`config.mk`:
```
export PLATFORM = sky130hd
export DESIGN_NAME = fetch_stage
export DESIGN_NICKNAME = d
export VERILOG_FILES = /design/src/rtl/fetch_stage.sv
export SDC_FILE = /design/constraint.sdc
export NUM_CORES = 1
export LEC_CHECK = 0
export ABC_AREA = 1
export CAP_MARGIN = 20
export CORE_ASPECT_RATIO = 0.9
export CORE_UTILIZATION = 35
export CTS_CLUSTER_SIZE = 40
export DETAILED_ROUTE_END_ITERATION = 8
export GPL_TIMING_DRIVEN = 0
export PLACE_DENSITY = 0.62
export SLEW_MARGIN = 20
export SYNTH_ARGS = -nofsm -noshare
export SYNTH_HDL_FRONTEND = slang
export SYNTH_SLANG_ARGS = --single-unit
```
`constraint.sdc`:
```
create_clock -name clk -period 2.4 [get_ports clk]
set_input_delay 0.48 -clock clk [delete_from_list [all_inputs] [get_ports clk]]
set_output_delay 0.48 -clock clk [all_outputs]
set_load 0.005 [all_outputs]
```
`src/rtl/fetch_stage.sv`:
```
// fetch_stage: PC, imem request, redirect (jr/jump/branch), IF/ID register.
// Ports: clk, rst_n | stall, flush | jump_register, jr_target, jump,
//   branch_taken, branch_pc4, branch_offset | imem_req, imem_addr,
//   imem_rdata, imem_ready | if_id_instr, if_id_pc4, if_id_valid,
//   opcode, funct | perf_fetched, perf_bubbles (FETCH_PERF_CNT_EN only).
module fetch_stage #(
  parameter int unsigned          PC_WIDTH = 32,
  parameter logic [PC_WIDTH-1:0]  RESET_PC = '0
) (
  input  logic                clk,
  input  logic                rst_n,
  input  logic                stall,
  input  logic                flush,
  input  logic                jump_register,
  input  logic [PC_WIDTH-1:0] jr_target,
  input  logic                jump,
  input  logic                branch_taken,
  input  logic [PC_WIDTH-1:0] branch_pc4,
  input  logic [PC_WIDTH-1:0] branch_offset,
  output logic                imem_req,
  output logic [PC_WIDTH-1:0] imem_addr,
  input  logic [31:0]         imem_rdata,
  input  logic                imem_ready,
  output logic [31:0]         if_id_instr,
  output logic [PC_WIDTH-1:0] if_id_pc4,
  output logic                if_id_valid,
  output logic [5:0]          opcode,
  output logic [5:0]          funct
`ifdef FETCH_PERF_CNT_EN
  ,
  output logic [31:0]         perf_fetched,
  output logic [31:0]         perf_bubbles
`endif
);

  typedef enum logic [1:0] {
    IDLE  = 2'd0,
    FETCH = 2'd1,
    HOLD  = 2'd2
  } state_e;

  state_e              state_q, state_d;
  logic [PC_WIDTH-1:0] pc_q, pc_d;
  logic [31:0]         buf_instr_q, buf_instr_d;
  logic [PC_WIDTH-1:0] buf_pc4_q, buf_pc4_d;
  logic [31:0]         instr_q, instr_d;
  logic [PC_WIDTH-1:0] pc4_q, pc4_d;
  logic                valid_q, valid_d;

  logic                redirect;
  logic [PC_WIDTH-1:0] target;
  logic [PC_WIDTH-1:0] pc_plus4;
  logic                ld_valid;
  logic                ld_bubble;
  logic [31:0]         ld_instr;
  logic [PC_WIDTH-1:0] ld_pc4;

  assign pc_plus4 = pc_q + PC_WIDTH'(4);
  assign redirect = jump_register | jump | branch_taken;

  // jr wins over jump, jump over branch
  always_comb begin
    target = '0;
    if (jump_register) begin
      target = jr_target;
    end else if (jump) begin
      target = {pc4_q[PC_WIDTH-1:28], instr_q[25:0], 2'b00};
    end else if (branch_taken) begin
      target = branch_pc4 + (branch_offset << 2);
    end
  end

  always_comb begin
    state_d     = state_q;
    pc_d        = pc_q;
    buf_instr_d = buf_instr_q;
    buf_pc4_d   = buf_pc4_q;
    ld_valid    = 1'b0;
    ld_bubble   = 1'b0;
    ld_instr    = '0;
    ld_pc4      = '0;
    if (redirect) begin
      // any returning word is dropped; stall is overridden
      pc_d        = target;
      buf_instr_d = '0;
      buf_pc4_d   = '0;
      ld_bubble   = 1'b1;
      state_d     = FETCH;
    end else begin
      unique case (state_q)
        IDLE: begin
          state_d = FETCH;
        end
        FETCH: begin
          if (imem_ready) begin
            if (!stall) begin
              ld_valid = 1'b1;
              ld_instr = imem_rdata;
              ld_pc4   = pc_plus4;
              pc_d     = pc_plus4;
            end else begin
              buf_instr_d = imem_rdata;
              buf_pc4_d   = pc_plus4;
              state_d     = HOLD;
            end
          end else if (!stall) begin
            ld_bubble = 1'b1;
          end
        end
        HOLD: begin
          if (!stall) begin
            ld_valid    = 1'b1;
            ld_instr    = buf_instr_q;
            ld_pc4      = buf_pc4_q;
            pc_d        = pc_plus4;
            buf_instr_d = '0;
            buf_pc4_d   = '0;
            state_d     = FETCH;
          end
        end
        default: begin
          state_d = IDLE;
        end
      endcase
      // flushed word is dropped, PC still advances past it
      if (flush) begin
        ld_valid  = 1'b0;
        ld_bubble = 1'b1;
      end
    end
  end

  always_comb begin
    instr_d = instr_q;
    pc4_d   = pc4_q;
    valid_d = valid_q;
    if (ld_valid) begin
      instr_d = ld_instr;
      pc4_d   = ld_pc4;
      valid_d = 1'b1;
    end else if (ld_bubble) begin
      instr_d = '0;
      pc4_d   = '0;
      valid_d = 1'b0;
    end
  end

  always_ff @(posedge clk or negedge rst_n) begin
    if (!rst_n) begin
      state_q     <= IDLE;
      pc_q        <= RESET_PC;
      buf_instr_q <= '0;
      buf_pc4_q   <= '0;
      instr_q     <= '0;
      pc4_q       <= '0;
      valid_q     <= 1'b0;
    end else begin
      state_q     <= state_d;
      pc_q        <= pc_d;
      buf_instr_q <= buf_instr_d;
      buf_pc4_q   <= buf_pc4_d;
      instr_q     <= instr_d;
      pc4_q       <= pc4_d;
      valid_q     <= valid_d;
    end
  end

  assign imem_req    = (state_q == FETCH);
  assign imem_addr   = pc_q;
  assign if_id_instr = instr_q;
  assign if_id_pc4   = pc4_q;
  assign if_id_valid = valid_q;
  assign opcode      = instr_q[31:26];
  assign funct       = instr_q[5:0];

`ifdef FETCH_PERF_CNT_EN
  logic [31:0] fetched_q, bubbles_q;

  always_ff @(posedge clk or negedge rst_n) begin
    if (!rst_n) begin
      fetched_q <= '0;
      bubbles_q <= '0;
    end else begin
      if (ld_valid) begin
        fetched_q <= fetched_q + 32'd1;
      end
      if (ld_bubble) begin
        bubbles_q <= bubbles_q + 32'd1;
      end
    end
  end

  assign perf_fetched = fetched_q;
  assign perf_bubbles = bubbles_q;
`endif

endmodule
```
==> flow_summary_export.csv <==
group,metric,value,unit
status,status,"finished, violations left",
status,failed_checks,"negative hold slack",
worst_setup_path,cp-end-kind,"flop",
place,dp_hpwl,32900,µm
logic_synthesis,ys.flop_type,"dfrtp_1",
die,dieArea,31400,µm²
power_and_ir_drop,power,7480,µW
worst_setup_path,worstReg2RegStart,"state_q[1]",
cells_and_area,finalCoreUtilization,48.5,%
clock_network,numCtsBuffers,17,
route,vias_per_cell,5.12,
logic_synthesis,ys_ff_latch,163,
cells_and_area,multi_input_area,5580,µm²
worst_setup_path,r2r_cells,10,
global_routing,track_usage,26.5,%
hold_path,hold_path.class,"input port to asynchronous set/reset pin",
place,dp_slack,-695,ps
timing,worst_hold_slack,-10.5,ps
worst_setup_path,cp-endpoint,"imem_addr[26]",
power_and_ir_drop,powerDensity,514,nW/µm²
clock_network,cts_root_buffer,"clkbuf_16",
die,row_count,60,
route,wire_per_inst,19.1,µm
cells_and_area,nFillCells,3047,
cells_and_area,register_area,4080,µm²
die,pin_count,246,
global_routing,grt_max_degree,98,
timing,slew_headroom,49.0,%
logic_synthesis,yosysSeqAreaShare,38.0,%
route,dr.pass1.iters,5,
timing,drv_slew,0,
power_and_ir_drop,ir_worst_vdd,0.291,mV
clock_network,cts_max_path_buffers,2,
clock_network,clkSlewWorstSetupHoldPaths,70,ps
place,io_buffers,242,
clock_network,clock_sinks,163,
logic_synthesis,yosysMostFrequentCell,"nand2_1",
clock_network,cts_tree,"yes",
cells_and_area,areaGrowthSynthToFinish,35.5,%
power_and_ir_drop,p_seq_share,40.4,%
global_routing,grt_pass1_vias,10805,
route,drtIter0Drc,967,
worst_setup_path,crit_required,2770,ps
timing,finalClockSkew,12.9,ps
route,num_vias,11118,
logic_synthesis,ys_types,48,
route,routed_wl,41500,µm
route,drcViolationCount,0,
power_and_ir_drop,switching_share,33.7,%
cells_and_area,antennaDiodeCount,0,
power_and_ir_drop,leakagePower,0.00694,µW
power_and_ir_drop,p_switching,2520,µW
worst_setup_path,path_cells,"clkdlybuf4s50_1, ha_4, inv_1, fa_1, inv_2, nand3_1, nand3_2, nand2_1, nand2_2, nand2_2, nand4_1, nand3_1, nand2_2, nand2_2, a21oi_1",
timing,worst_pin_slew,765,ps
logic_synthesis,synth_area_leaders,"dfrtp_1 38%, nand2_1 13%, inv_1 8.5%",
cells_and_area,drive_gt1_share,11.4,%
worst_setup_path,reg2reg_to,"if_id_pc4[31]",
logic_synthesis,synth_compound_area_share,18.7,%
clock_network,cts_htree_levels,4,
worst_setup_path,cp.buffers_inverters,3,
global_routing,grt.overflow.total,0,
route,ant_nets,0,
worst_setup_path,path_depth,15,
timing,hold_viol,11,
worst_setup_path,startpoint_type,"input port",
logic_synthesis,synth_edf_count,0,
logic_synthesis,synth_top_family_by_area,"simple AND/OR/NAND/NOR gates",
logic_synthesis,yosysTopAreaCell,"dfrtp_1",
logic_synthesis,yosys_warnings,0,
run,maxCapViolCount,0,
logic_synthesis,synthSimpleGateAreaFrac,26.1,%
die,die_w,187,µm
cells_and_area,stdcell_count,2173,
global_routing,antenna_found_initial,0,
logic_synthesis,yosys.area_share.adder,4.15,%
timing,setup-tns-final,0,ps
power_and_ir_drop,internal_power,4960,µW
logic_synthesis,synthXorXnorAreaFrac,0.885,%
timing,rsz0062_at_grt,"yes",
logic_synthesis,async_flop_share,100,%
logic_synthesis,avgSynthCellArea,7.22,µm²
timing,setup_slack,100,ps
worst_setup_path,cpLargestDelayFamily,"simple AND/OR/NAND/NOR gates",
timing,period_share,95.8,%
global_routing,grt_pass1_wl,63400,µm
cells_and_area,nNetsFinal,1928,
worst_setup_path,rrSetupSlack,110,ps
clock_network,clkLatencyLatePin,440,ps
power_and_ir_drop,p_comb_share,24.1,%
die,die_h,168,µm
place,gp_congestion,0.941,
worst_setup_path,worstPathArrival,2670,ps
logic_synthesis,muxShareOfSynthArea,0,%
place,dp_cells,2134,
logic_synthesis,ys_top_cells_by_count,"367 x nand2_1, 243 x inv_1, 163 x dfrtp_1, 105 x o22ai_1, 99 x nand3_1",
logic_synthesis,netlist_instances,1488,
worst_setup_path,critical_path.startpoint,"branch_pc4[2]",
worst_setup_path,path_class,"input port to flop",
worst_setup_path,cpMostUsedCell,"nand2_2",
power_and_ir_drop,p_clk_share,35.6,%
worst_setup_path,cpPeakStageDelay,500,ps
die,placeableCoreArea,30000,µm²
logic_synthesis,synth_top_area_share,38.0,%
worst_setup_path,path_max_fanout,5,
timing,period_minus_slack,2300,ps
logic_synthesis,syn-cell-area,10700,µm²
logic_synthesis,syn-num-nets,1659,
timing,max_freq,0.435,GHz
die,initial_core_util,35.8,%
worst_setup_path,slowest_stage,"clkdlybuf4s50_1",
timing,setup_viol,0,
stage by stage:
stage	instance area (µm²)	hold slack, ps
finish	14600	-10.5
global route	14600	31.7
global placement	13700	468
floorplan	10700	184
detailed placement	13700	464
CTS	14300	9.14
final cells by class:
class,instances,share of cell area (%)
well taps,403,3.46
repair buffers,250,17.3
clock buffers,17,2.92
inverters,259,6.68
multi-input cells,998,38.3
clock inverters,15,0.842
flip-flops and latches,163,28.0
plain buffers,68,2.41
logic make-up after synthesis:
| logic type | after synthesis |
|---|---|
| and+or+nand+nor | 632 |
| buffers and inverters | 327 |
| AOI/OAI and AO/OA | 321 |
| DFF | 163 |
| adders and majority gates | 35 |
| xor gates and xnor gates | 10 |
power groups by stage:
stage	sequential, µW	combinational [µW]	clock, µW
after floorplan	3020	902	0
after global placement	3070	1680	0
after detailed placement	3070	1700	0
after CTS	3020	1710	2670
after global routing	3030	1980	2790
final	3020	1800	2660
worst min path at each step:
stage                       start              end  slack (ps)
floorplan                   rst_n   buf_instr_q[0]         180
CTS                         rst_n  if_id_instr[31]           9
finish                      rst_n   if_id_instr[2]         -10
global placement    if_id_pc4[18]    if_id_pc4[18]         470
detailed placement  if_id_pc4[20]    if_id_pc4[20]         460
global route                rst_n   if_id_instr[2]          30
layer usage:
layer / GRT usage [%] / part of all wire, %
met5: 0 / 0
met4: 9.44 / 2.9
met3: 3.67 / 6.3
met2: 42.4 / 45
met1: 36.6 / 46
sequential cells by signal, summed over array words and instances, names as in the netlist:
register / flops
if_id_pc4: 32
if_id_valid: 1
imem_addr: 32
buf_pc4_q: 32
buf_instr_q: 32
if_id_instr: 32
state_q: 2
cells in the final DEF (no fill, tap or decap), types with 22 or more instances in the layout:
| cell | Yosys | layout |
|---|---|---|
| clkbuf_1 | 32 | 25 |
| clkdlybuf4s50_1 | 0 | 240 |
| nand3_1 | 99 | 92 |
| dfrtp_1 | 163 | 162 |
| o21ai_0 | 50 | 36 |
| buf_4 | 16 | 22 |
| nand2_1 | 367 | 356 |
| a22o_1 | 50 | 50 |
| nor2_1 | 86 | 80 |
| inv_1 | 243 | 241 |
| a21oi_1 | 76 | 75 |
| o22ai_1 | 105 | 105 |
| ha_1 | 34 | 22 |
what timing repair did:
item | 4_1_cts | 5_1_grt
setup buffers | 0 | 7
pin swaps | 1 | 8
hold buffers | 0 | 0
gates resized for setup | 18 | 71
hold endpoints to repair | 0 | 0
endpoints found under the setup margin | 23 | 96
No activity file was read; power rests on OpenSTA's default activity.
